[config.mk]
export PLATFORM = sky130hd
export DESIGN_NAME = plab3_mem_l2_writeback_buffer
export DESIGN_NICKNAME = d
export VERILOG_FILES = /design/src/rtl/plab3_mem_l2_writeback_buffer.sv
export SDC_FILE = /design/constraint.sdc
export NUM_CORES = 2
export LEC_CHECK = 0
export CAP_MARGIN = 5
export CELL_PAD_IN_SITES_DETAIL_PLACEMENT = 1
export CELL_PAD_IN_SITES_GLOBAL_PLACEMENT = 1
export CORE_MARGIN = 1.5
export CORE_UTILIZATION = 35
export DETAILED_ROUTE_END_ITERATION = 8
export GPL_TIMING_DRIVEN = 0
export PLACE_DENSITY = 0.69
export SYNTH_ARGS = -nofsm -noshare
export SYNTH_HDL_FRONTEND = slang
export SYNTH_SLANG_ARGS = --single-unit
[constraint.sdc]
create_clock -name clk -period 19.6 [get_ports clk]
set_input_delay 4.9 -clock clk [delete_from_list [all_inputs] [get_ports clk]]
set_output_delay 4.9 -clock clk [all_outputs]
set_load 0.05 [all_outputs]
[src/rtl/plab3_mem_l2_writeback_buffer.sv]
// rtl/plab3_mem_l2_writeback_buffer.sv - write-back buffer between the L2 cache and main memory
//
// Absorbs line-sized eviction writes from the L2, acknowledges them locally and
// drains them to memory in the background. Reads of a buffered line are served
// from the youngest matching entry. Read misses and other request types are
// latched and forwarded to memory, with their responses passed through unchanged.
//
// Ports:
//   clk, reset                         clock, asynchronous active-high reset
//   memreq_val/rdy/msg                 request from L2  {type,opaque,addr,len,data}
//   memresp_val/rdy/msg                response to L2   {type,opaque,len,data}
//   mem_memreq_val/rdy/msg             request to memory
//   mem_memresp_val/rdy/msg            response from memory
//   occupancy                          number of valid buffered writes
//
// Optional: define PLAB3_MEM_WBB_COALESCE_EN to merge a WRITE into an existing
// buffered entry for the same line instead of allocating a new one.

module plab3_mem_l2_writeback_buffer #(
  parameter int p_opaque_nbits = 8,
  parameter int p_addr_nbits   = 32,
  parameter int p_data_nbits   = 128,
  parameter int p_num_entries  = 4,
  localparam int c_req_nbits  = 3 + p_opaque_nbits + p_addr_nbits + 4 + p_data_nbits,
  localparam int c_resp_nbits = 3 + p_opaque_nbits + 4 + p_data_nbits,
  localparam int c_line_nbits = p_addr_nbits - 4,
  localparam int c_ptr_nbits  = $clog2(p_num_entries),
  localparam int c_occ_nbits  = $clog2(p_num_entries + 1)
) (
  input  logic                    clk,
  input  logic                    reset,
  input  logic                    memreq_val,
  output logic                    memreq_rdy,
  input  logic [c_req_nbits-1:0]  memreq_msg,
  output logic                    memresp_val,
  input  logic                    memresp_rdy,
  output logic [c_resp_nbits-1:0] memresp_msg,
  output logic                    mem_memreq_val,
  input  logic                    mem_memreq_rdy,
  output logic [c_req_nbits-1:0]  mem_memreq_msg,
  input  logic                    mem_memresp_val,
  output logic                    mem_memresp_rdy,
  input  logic [c_resp_nbits-1:0] mem_memresp_msg,
  output logic [c_occ_nbits-1:0]  occupancy
);

  localparam logic [2:0] c_read  = 3'd0;
  localparam logic [2:0] c_write = 3'd1;

  typedef enum logic [2:0] {S_IDLE, S_RD_REQ, S_RD_WAIT, S_WR_REQ, S_WR_WAIT} state_t;

  state_t                    state, state_next;
  logic [c_ptr_nbits-1:0]    head, tail;
  logic [c_occ_nbits-1:0]    count;
  logic                      pending;
  logic                      loc_val;
  logic [c_resp_nbits-1:0]   loc_msg;
  logic                      lreq_val;
  logic [c_req_nbits-1:0]    lreq_msg;
  logic [c_line_nbits-1:0]   line_q [p_num_entries];
  logic [p_data_nbits-1:0]   data_q [p_num_entries];

  // Request field views
  logic [2:0]                req_type;
  logic [p_opaque_nbits-1:0] req_opaque;
  logic [c_line_nbits-1:0]   req_line;
  logic [p_data_nbits-1:0]   req_data;

  assign req_type   = memreq_msg[c_req_nbits-1 -: 3];
  assign req_opaque = memreq_msg[p_data_nbits+4+p_addr_nbits +: p_opaque_nbits];
  assign req_line   = memreq_msg[p_data_nbits+8 +: c_line_nbits];
  assign req_data   = memreq_msg[p_data_nbits-1:0];

  // Youngest-first search: scanning oldest to youngest lets the youngest match win.
  logic                   hit;
  logic [c_ptr_nbits-1:0] hit_idx;

  always_comb begin
    hit     = 1'b0;
    hit_idx = '0;
    for (int k = p_num_entries; k >= 1; k--) begin
      if (k <= int'(count) && line_q[tail - c_ptr_nbits'(k)] == req_line) begin
        hit     = 1'b1;
        hit_idx = tail - c_ptr_nbits'(k);
      end
    end
  end

  logic full, is_write, is_read, wr_coal, accept;
  logic enq, deq, acc_rd_miss, acc_other, rd_elig;

  assign full     = (count == c_occ_nbits'(p_num_entries));
  assign is_write = (req_type == c_write);
  assign is_read  = (req_type == c_read);

`ifdef PLAB3_MEM_WBB_COALESCE_EN
  // The head cannot be modified once its drain request may already be on the bus.
  assign wr_coal    = is_write && hit &&
                      ((hit_idx != head) || !(state == S_WR_REQ || state == S_WR_WAIT));
  assign memreq_rdy = !pending && (!full || wr_coal);
`else
  assign wr_coal    = 1'b0;
  assign memreq_rdy = !pending && !full;
`endif

  assign accept      = memreq_val && memreq_rdy;
  assign enq         = accept && is_write && !wr_coal;
  assign deq         = (state == S_WR_WAIT) && mem_memresp_val;
  assign acc_rd_miss = accept && is_read && !hit;
  assign acc_other   = accept && !is_read && !is_write;

  // A read miss may go out immediately; other types must wait for an empty buffer.
  assign rd_elig = (lreq_val && (lreq_msg[c_req_nbits-1 -: 3] == c_read || count == '0))
                 || acc_rd_miss || (acc_other && count == '0);

  // State register
  always_ff @(posedge clk or posedge reset) begin
    if (reset) state <= S_IDLE;
    else       state <= state_next;
  end

  // Next-state logic
  always_comb begin
    state_next = state;
    case (state)
      S_IDLE:    if (rd_elig)             state_next = S_RD_REQ;
                 else if (count != '0)    state_next = S_WR_REQ;
      S_RD_REQ:  if (mem_memreq_rdy)      state_next = S_RD_WAIT;
      S_RD_WAIT: if (mem_memresp_val && memresp_rdy) state_next = S_IDLE;
      S_WR_REQ:  if (mem_memreq_rdy)      state_next = S_WR_WAIT;
      S_WR_WAIT: if (mem_memresp_val)     state_next = S_IDLE;
      default:                            state_next = S_IDLE;
    endcase
  end

  // Output logic
  always_comb begin
    mem_memreq_val  = 1'b0;
    mem_memreq_msg  = '0;
    mem_memresp_rdy = 1'b0;
    case (state)
      S_RD_REQ: begin
        mem_memreq_val = 1'b1;
        mem_memreq_msg = lreq_msg;
      end
      S_RD_WAIT: mem_memresp_rdy = memresp_rdy;
      S_WR_REQ: begin
        mem_memreq_val = 1'b1;
        mem_memreq_msg = {c_write, {p_opaque_nbits{1'b0}}, line_q[head], 4'b0000,
                          4'b0000, data_q[head]};
      end
      S_WR_WAIT: mem_memresp_rdy = 1'b1;
      default: ;
    endcase
    // Only one L2 transaction is ever outstanding, so local and passthrough never collide.
    memresp_val = loc_val || ((state == S_RD_WAIT) && mem_memresp_val);
    memresp_msg = loc_val ? loc_msg : mem_memresp_msg;
  end

  always_ff @(posedge clk or posedge reset) begin
    if (reset) begin
      head     <= '0;
      tail     <= '0;
      count    <= '0;
      pending  <= 1'b0;
      loc_val  <= 1'b0;
      loc_msg  <= '0;
      lreq_val <= 1'b0;
      lreq_msg <= '0;
    end else begin
      if (enq) tail <= tail + 1'b1;
      if (deq) head <= head + 1'b1;
      case ({enq, deq})
        2'b10:   count <= count + 1'b1;
        2'b01:   count <= count - 1'b1;
        default: ;
      endcase

      if (accept)                          pending <= 1'b1;
      else if (memresp_val && memresp_rdy) pending <= 1'b0;

      if (accept && (is_write || (is_read && hit))) begin
        loc_val <= 1'b1;
        loc_msg <= is_write ? {c_write, req_opaque, 4'b0000, {p_data_nbits{1'b0}}}
                            : {c_read, req_opaque, 4'b0000, data_q[hit_idx]};
      end else if (loc_val && memresp_rdy) begin
        loc_val <= 1'b0;
      end

      if (acc_rd_miss || acc_other) begin
        lreq_val <= 1'b1;
        lreq_msg <= memreq_msg;
      end else if (state == S_RD_REQ && mem_memreq_rdy) begin
        lreq_val <= 1'b0;
      end
    end
  end

  // Entry storage; validity is tracked by head/count, so no reset is needed here.
  always_ff @(posedge clk) begin
    if (accept && is_write) begin
      if (wr_coal) begin
        data_q[hit_idx] <= req_data;
      end else begin
        line_q[tail] <= req_line;
        data_q[tail] <= req_data;
      end
    end
  end

  assign occupancy = count;

endmodule

# == Word level (Yosys, flattened, before mapping) ==
# Memory sizes are Yosys's and may differ from the RTL's.
# Index checks and enable logic that the tools add are counted.
# word_totals
register_bits,331
mem_bits_rw,624
input_bits,324
out_inout_bits,325
elab_cells,111
mem_count,2
# op_classes
add_sub_neg,7
order_cmp,4
n_eq_ne,17
n_mux,29
reduce_logical,43
# memory_table
memory,words,word_bits,read_ports,rd_ports_with_merged_regs,write_ports,line,text
data_q,4,128,2,0,1,61,logic [p_data_nbits-1:0] data_q [p_num_entries];
line_q,4,28,5,0,1,60,logic [c_line_nbits-1:0] line_q [p_num_entries];
# ops
operator,count
175-bit one-hot mux with 2 select lines,1
143-bit 2-to-1 mux,1
141-bit 2-to-1 mux,1
28-bit equality test,4
1-bit logical AND,21
3-bit 2-to-1 mux,6
3-bit one-hot mux with 5 select lines,1
1-bit 2-to-1 mux,13
3-bit logical NOT,4
2-bit 2-to-1 mux,4
"2-bit inequality test, second input constant",4
2-bit nonzero test,4
"3-bit by 1-bit equality test with 1-bit output, second input constant",2
"3-bit by 2-bit equality test with 1-bit output, second input constant",2
"3-bit equality test, second input constant",2
"2-bit by 3-bit less-or-equal comparator with 1-bit output, first input constant",2
1-bit logical OR,6
3-bit one-hot mux with 2 select lines,1
1-bit logical NOT,5
5-bit AND reduction,1
"2-bit by 1-bit adder with 2-bit output, second input constant",2
"2-bit subtractor, second input constant",2
"3-bit by 1-bit adder with 3-bit output, second input constant",1
"1-bit by 3-bit less-or-equal comparator with 1-bit output, first input constant",1
9 further kinds,9

# == Longest topological paths before layout ==
# An unclocked memory read counts as a cell.
# logic_depth
word_depth,13
mapped_depth,25
mapped_depth_nobuf,12

# == Worst setup path before layout ==
# Ideal clock, no wire load.
# synth_path
path_kind,input port to output port
startpoint,input port mem_memresp_val
endpoint,output port memresp_val
arrival_ns,6.597
required_ns,14.700
setup_slack_ns,8.103
cell_stages,2
path_buffers,0
path_cell_list,inv_1 > o41ai_1
# synth_between
elab_chain_len,2
# synth_lines
item,line,text
start: declaration,41,"input logic mem_memresp_val,"
1-bit logical AND,156,memresp_val = loc_val || ((state == S_RD_WAIT) && mem_memresp_val);
1-bit logical OR,156,
end: declaration,35,"output logic memresp_val,"
# Every way passes these cells.

# == Final worst setup path ==
# Ends and elaborated chain as after synthesis.

==> reports/metrics.yaml <==
worst_setup_path:
  crit_path_max_fanout: 3
  required_ns: 14.70
  r2r_cells: 19
  timing.rr.end: "lreq_msg[68]"
  end_kind: "output port"
  worstSetupPathType: "input port to output port"
  rr_startpoint: "tail[1]"
  crit_end: "memresp_val"
  crit_start: "mem_memresp_val"
  crit_path_start_kind: "input port"
  worstPathArrival_ns: 7.76
  reg2reg_slack_ns: 10.12
logic_synthesis:
  ys_seq_area_share_pct: 44.43
  synth_top_cell_by_area: "edfxtp_1"
  synth_fp_nets: 5003
  synthArstFlopShare_pct: 34.25
  ys_top_cells_by_area: "edfxtp_1 (31%), mux2i_1 (17%), dfrtp_1 (13%)"
  synth_top_area_share_pct: 30.98
  ys.flop_type: "edfxtp_1"
  avgSynthCellArea_um2: 12.95
  netlist_instances: 4669
  yosys_warnings: 0
  synth_seq_cells: 949
  synth-edff-count: 624
  synth_common_cells: "mux2i_1 (1045), edfxtp_1 (624), o21bai_1 (464), mux4_2 (345), mux2_2 (330)"
  syn_area_mm2: 0.06048
  yosysUniqueCellTypes: 77
  yosysMostFrequentCell: "mux2i_1"
route:
  drc: 0
  drt-initial-drc-count: 4093
  drt_pass1_iterations: 5
  vias: 47390
  vias_per_cell: 5.993
  wl_per_cell_um: 34.03
  routed_wl_um: 269100
  ant_nets: 0
run:
  maxCapViolCount: 1
power_and_ir_drop:
  ir_worst_vdd_mv: 0.09534
  powerDensity_mw_per_mm2: 133.5
  leakage_uw: 0.02723
finish:
  drive_gt1_share_pct: 19.06
  areaGrowthSynthToFinish_pct: 23.04
  final_util_pct: 43.38
  fillerInstances: 17920
  nets: 5795
placement:
  place_ws_ns: 6.982
  io_buffers: 648
  gp_congestion: 0.9500
  dp_hpwl_um: 191900
outcome:
  status: "finished with violations"
  violations: "max-capacitance violations, max-slew violations"
grt:
  grt-ovfl-total: 0
  grt_max_degree: 94
  antenna_found_initial: 47
  grt_pass1_wl_um: 375000
  grt_pass1_vias: 48760
  grt_util_all_layers_pct: 29.97
worst_hold_path:
  min_from: "loc_msg[97]"
  hp-class: "flop to flop"
timing:
  maxSlewViolCount: 11
  setup_slack_ns: 6.940
  clock.fmax_ghz: 0.07899
  slew_headroom_pct: -1.766
  post-route-min-period_ns: 12.66
  setup_tns_ns: 0
  hold_ws_ns: 0.4992
  worst_pin_slew_ns: 1.526
  final.period_utilization_pct: 64.59
  setup_violations: 0
  finClkSkew_ns: 0.05260
  finalHoldViolations: 0
  rsz0062_at_grt: "false"
die:
  start_util_pct: 35.26
  io_pins: 649
  fp.dieW_um: 418.7
  rows: 152
  die_y_um: 418.7
  dieArea_mm2: 0.1753
  coreArea_mm2: 0.1715
cts:
  cts_resized: 0
  post-cts-setup-buffer-count: 0
  clk_path_buf_depth: 3
  htreeDepth: 3
  ctsHoldBuffers: 0
  root_buffer: "clkbuf_16"
  cts-buffers-inserted: 111
  cts_tree: "built"
  cts.sinks: 949
  cts.reportedPaths.clkPinSlew_ns: 0.06
  worst_skew_pair.late_latency_ns: 0.77
-- power breakdown --
part / internal, µW / switching, µW
registers: 2360 / 137
logic: 1970 / 3310
clock network: 1240 / 922
total: 5570 / 4370
-- layout make-up --
class | count | area [µm²] | share of cell area [%]
multi-input combinational | 3228 | 31380 | 42.16
inverter | 42 | 165.2 | 0.2219
clock inverter | 63 | 670.6 | 0.9012
tap | 2310 | 2890 | 3.884
sequential | 949 | 26870 | 36.11
clock buffer | 149 | 3043 | 4.089
timing repair buffer | 679 | 7187 | 9.658
buffer | 450 | 2118 | 2.846
antenna | 38 | 95.09 | 0.1278
-- per-layer routing --
metal	up-vias	share of wire [%]	global-route usage, %
li1	19720	-	-
met1	25000	38	36.57
met2	2086	48	48.79
met3	569	6.4	4.783
met4	12	7.3	20.36
met5	-	0.026	0
-- worst max-delay path: stages --
cell and delay (ns):
clkdlybuf4s50_1 0.68, inv_1 0.11, o41ai_1 1.06, clkdlybuf4s50_1 1.00
-- placed cells by master (no fill, tap or decap), types with 12 or more instances in the layout --
cell type | synthesis | routed
a2111oi_0 | 21 | 21
a21oi_1 | 17 | 17
and3_1 | 24 | 24
buf_1 | 39 | 27
buf_16 | 0 | 18
buf_2 | 82 | 94
buf_4 | 25 | 25
buf_6 | 20 | 20
clkbuf_1 | 281 | 294
clkbuf_16 | 0 | 113
clkbuf_2 | 0 | 15
clkdlybuf4s50_1 | 0 | 648
clkinv_2 | 0 | 22
dfrtp_1 | 325 | 325
diode_2 | 0 | 38
edfxtp_1 | 624 | 624
inv_1 | 42 | 41
mux2_2 | 330 | 330
mux2i_1 | 1045 | 1045
mux4_2 | 345 | 345
nand2_1 | 170 | 170
nand3_1 | 20 | 20
nand4_1 | 21 | 21
nor2_1 | 189 | 189
nor3_1 | 12 | 12
nor4_1 | 14 | 14
o21ai_0 | 138 | 138
o21ai_1 | 136 | 136
o21bai_1 | 464 | 464
o22ai_1 | 30 | 30
xnor2_1 | 92 | 92
-- cells by family (layout without fill, tap and decap cells) --
logic type / count (synthesis) / in the layout / share of synthesized area [%]
AND/OR/NAND/NOR: 512 / 512 / 3.879
adder cells (fa/ha/maj): 10 / 10 / 0.2069
buffers and inverters: 492 / 1383 / 3.707
AO/OA/AOI/OAI: 878 / 878 / 9.885
flip-flops: 949 / 949 / 44.43
multiplexers: 1726 / 1726 / 36.42
other: 0 / 38 / 0
XOR/XNOR: 102 / 102 / 1.477
-- how the worst min path moves through the flow --
stage | to | slack [ns] | depth (start not counted)
2_1_floorplan | loc_msg[140] | 0.44 | 1
3_3_place_gp | loc_msg[97] | 0.47 | 2
3_5_place_dp | pending | 0.48 | 2
4_1_cts | pending | 0.50 | 2
5_1_grt | lreq_msg[128] | 0.52 | 1
6_report | loc_msg[97] | 0.50 | 2
-- flip-flops by register name, indices dropped and copies added (netlist names), 2 cells and up --
register and flops:
tail 2, loc_msg 137, line_q 112, occupancy 3, head 2, lreq_msg 175
state 3, data_q 512
-- through the flow --
step | std cells | cell area (µm²) | total power, µW
2_1_floorplan | 4669 | 60480 | 5778
3_3_place_gp | 7627 | 69860 | 7698
5_1_grt | 7899 | 74400 | 10200
3_5_place_dp | 7657 | 70590 | 7760
4_1_cts | 7869 | 74310 | 9926
6_report | 7908 | 74420 | 9934
Power figures use the tool's default switching activity.
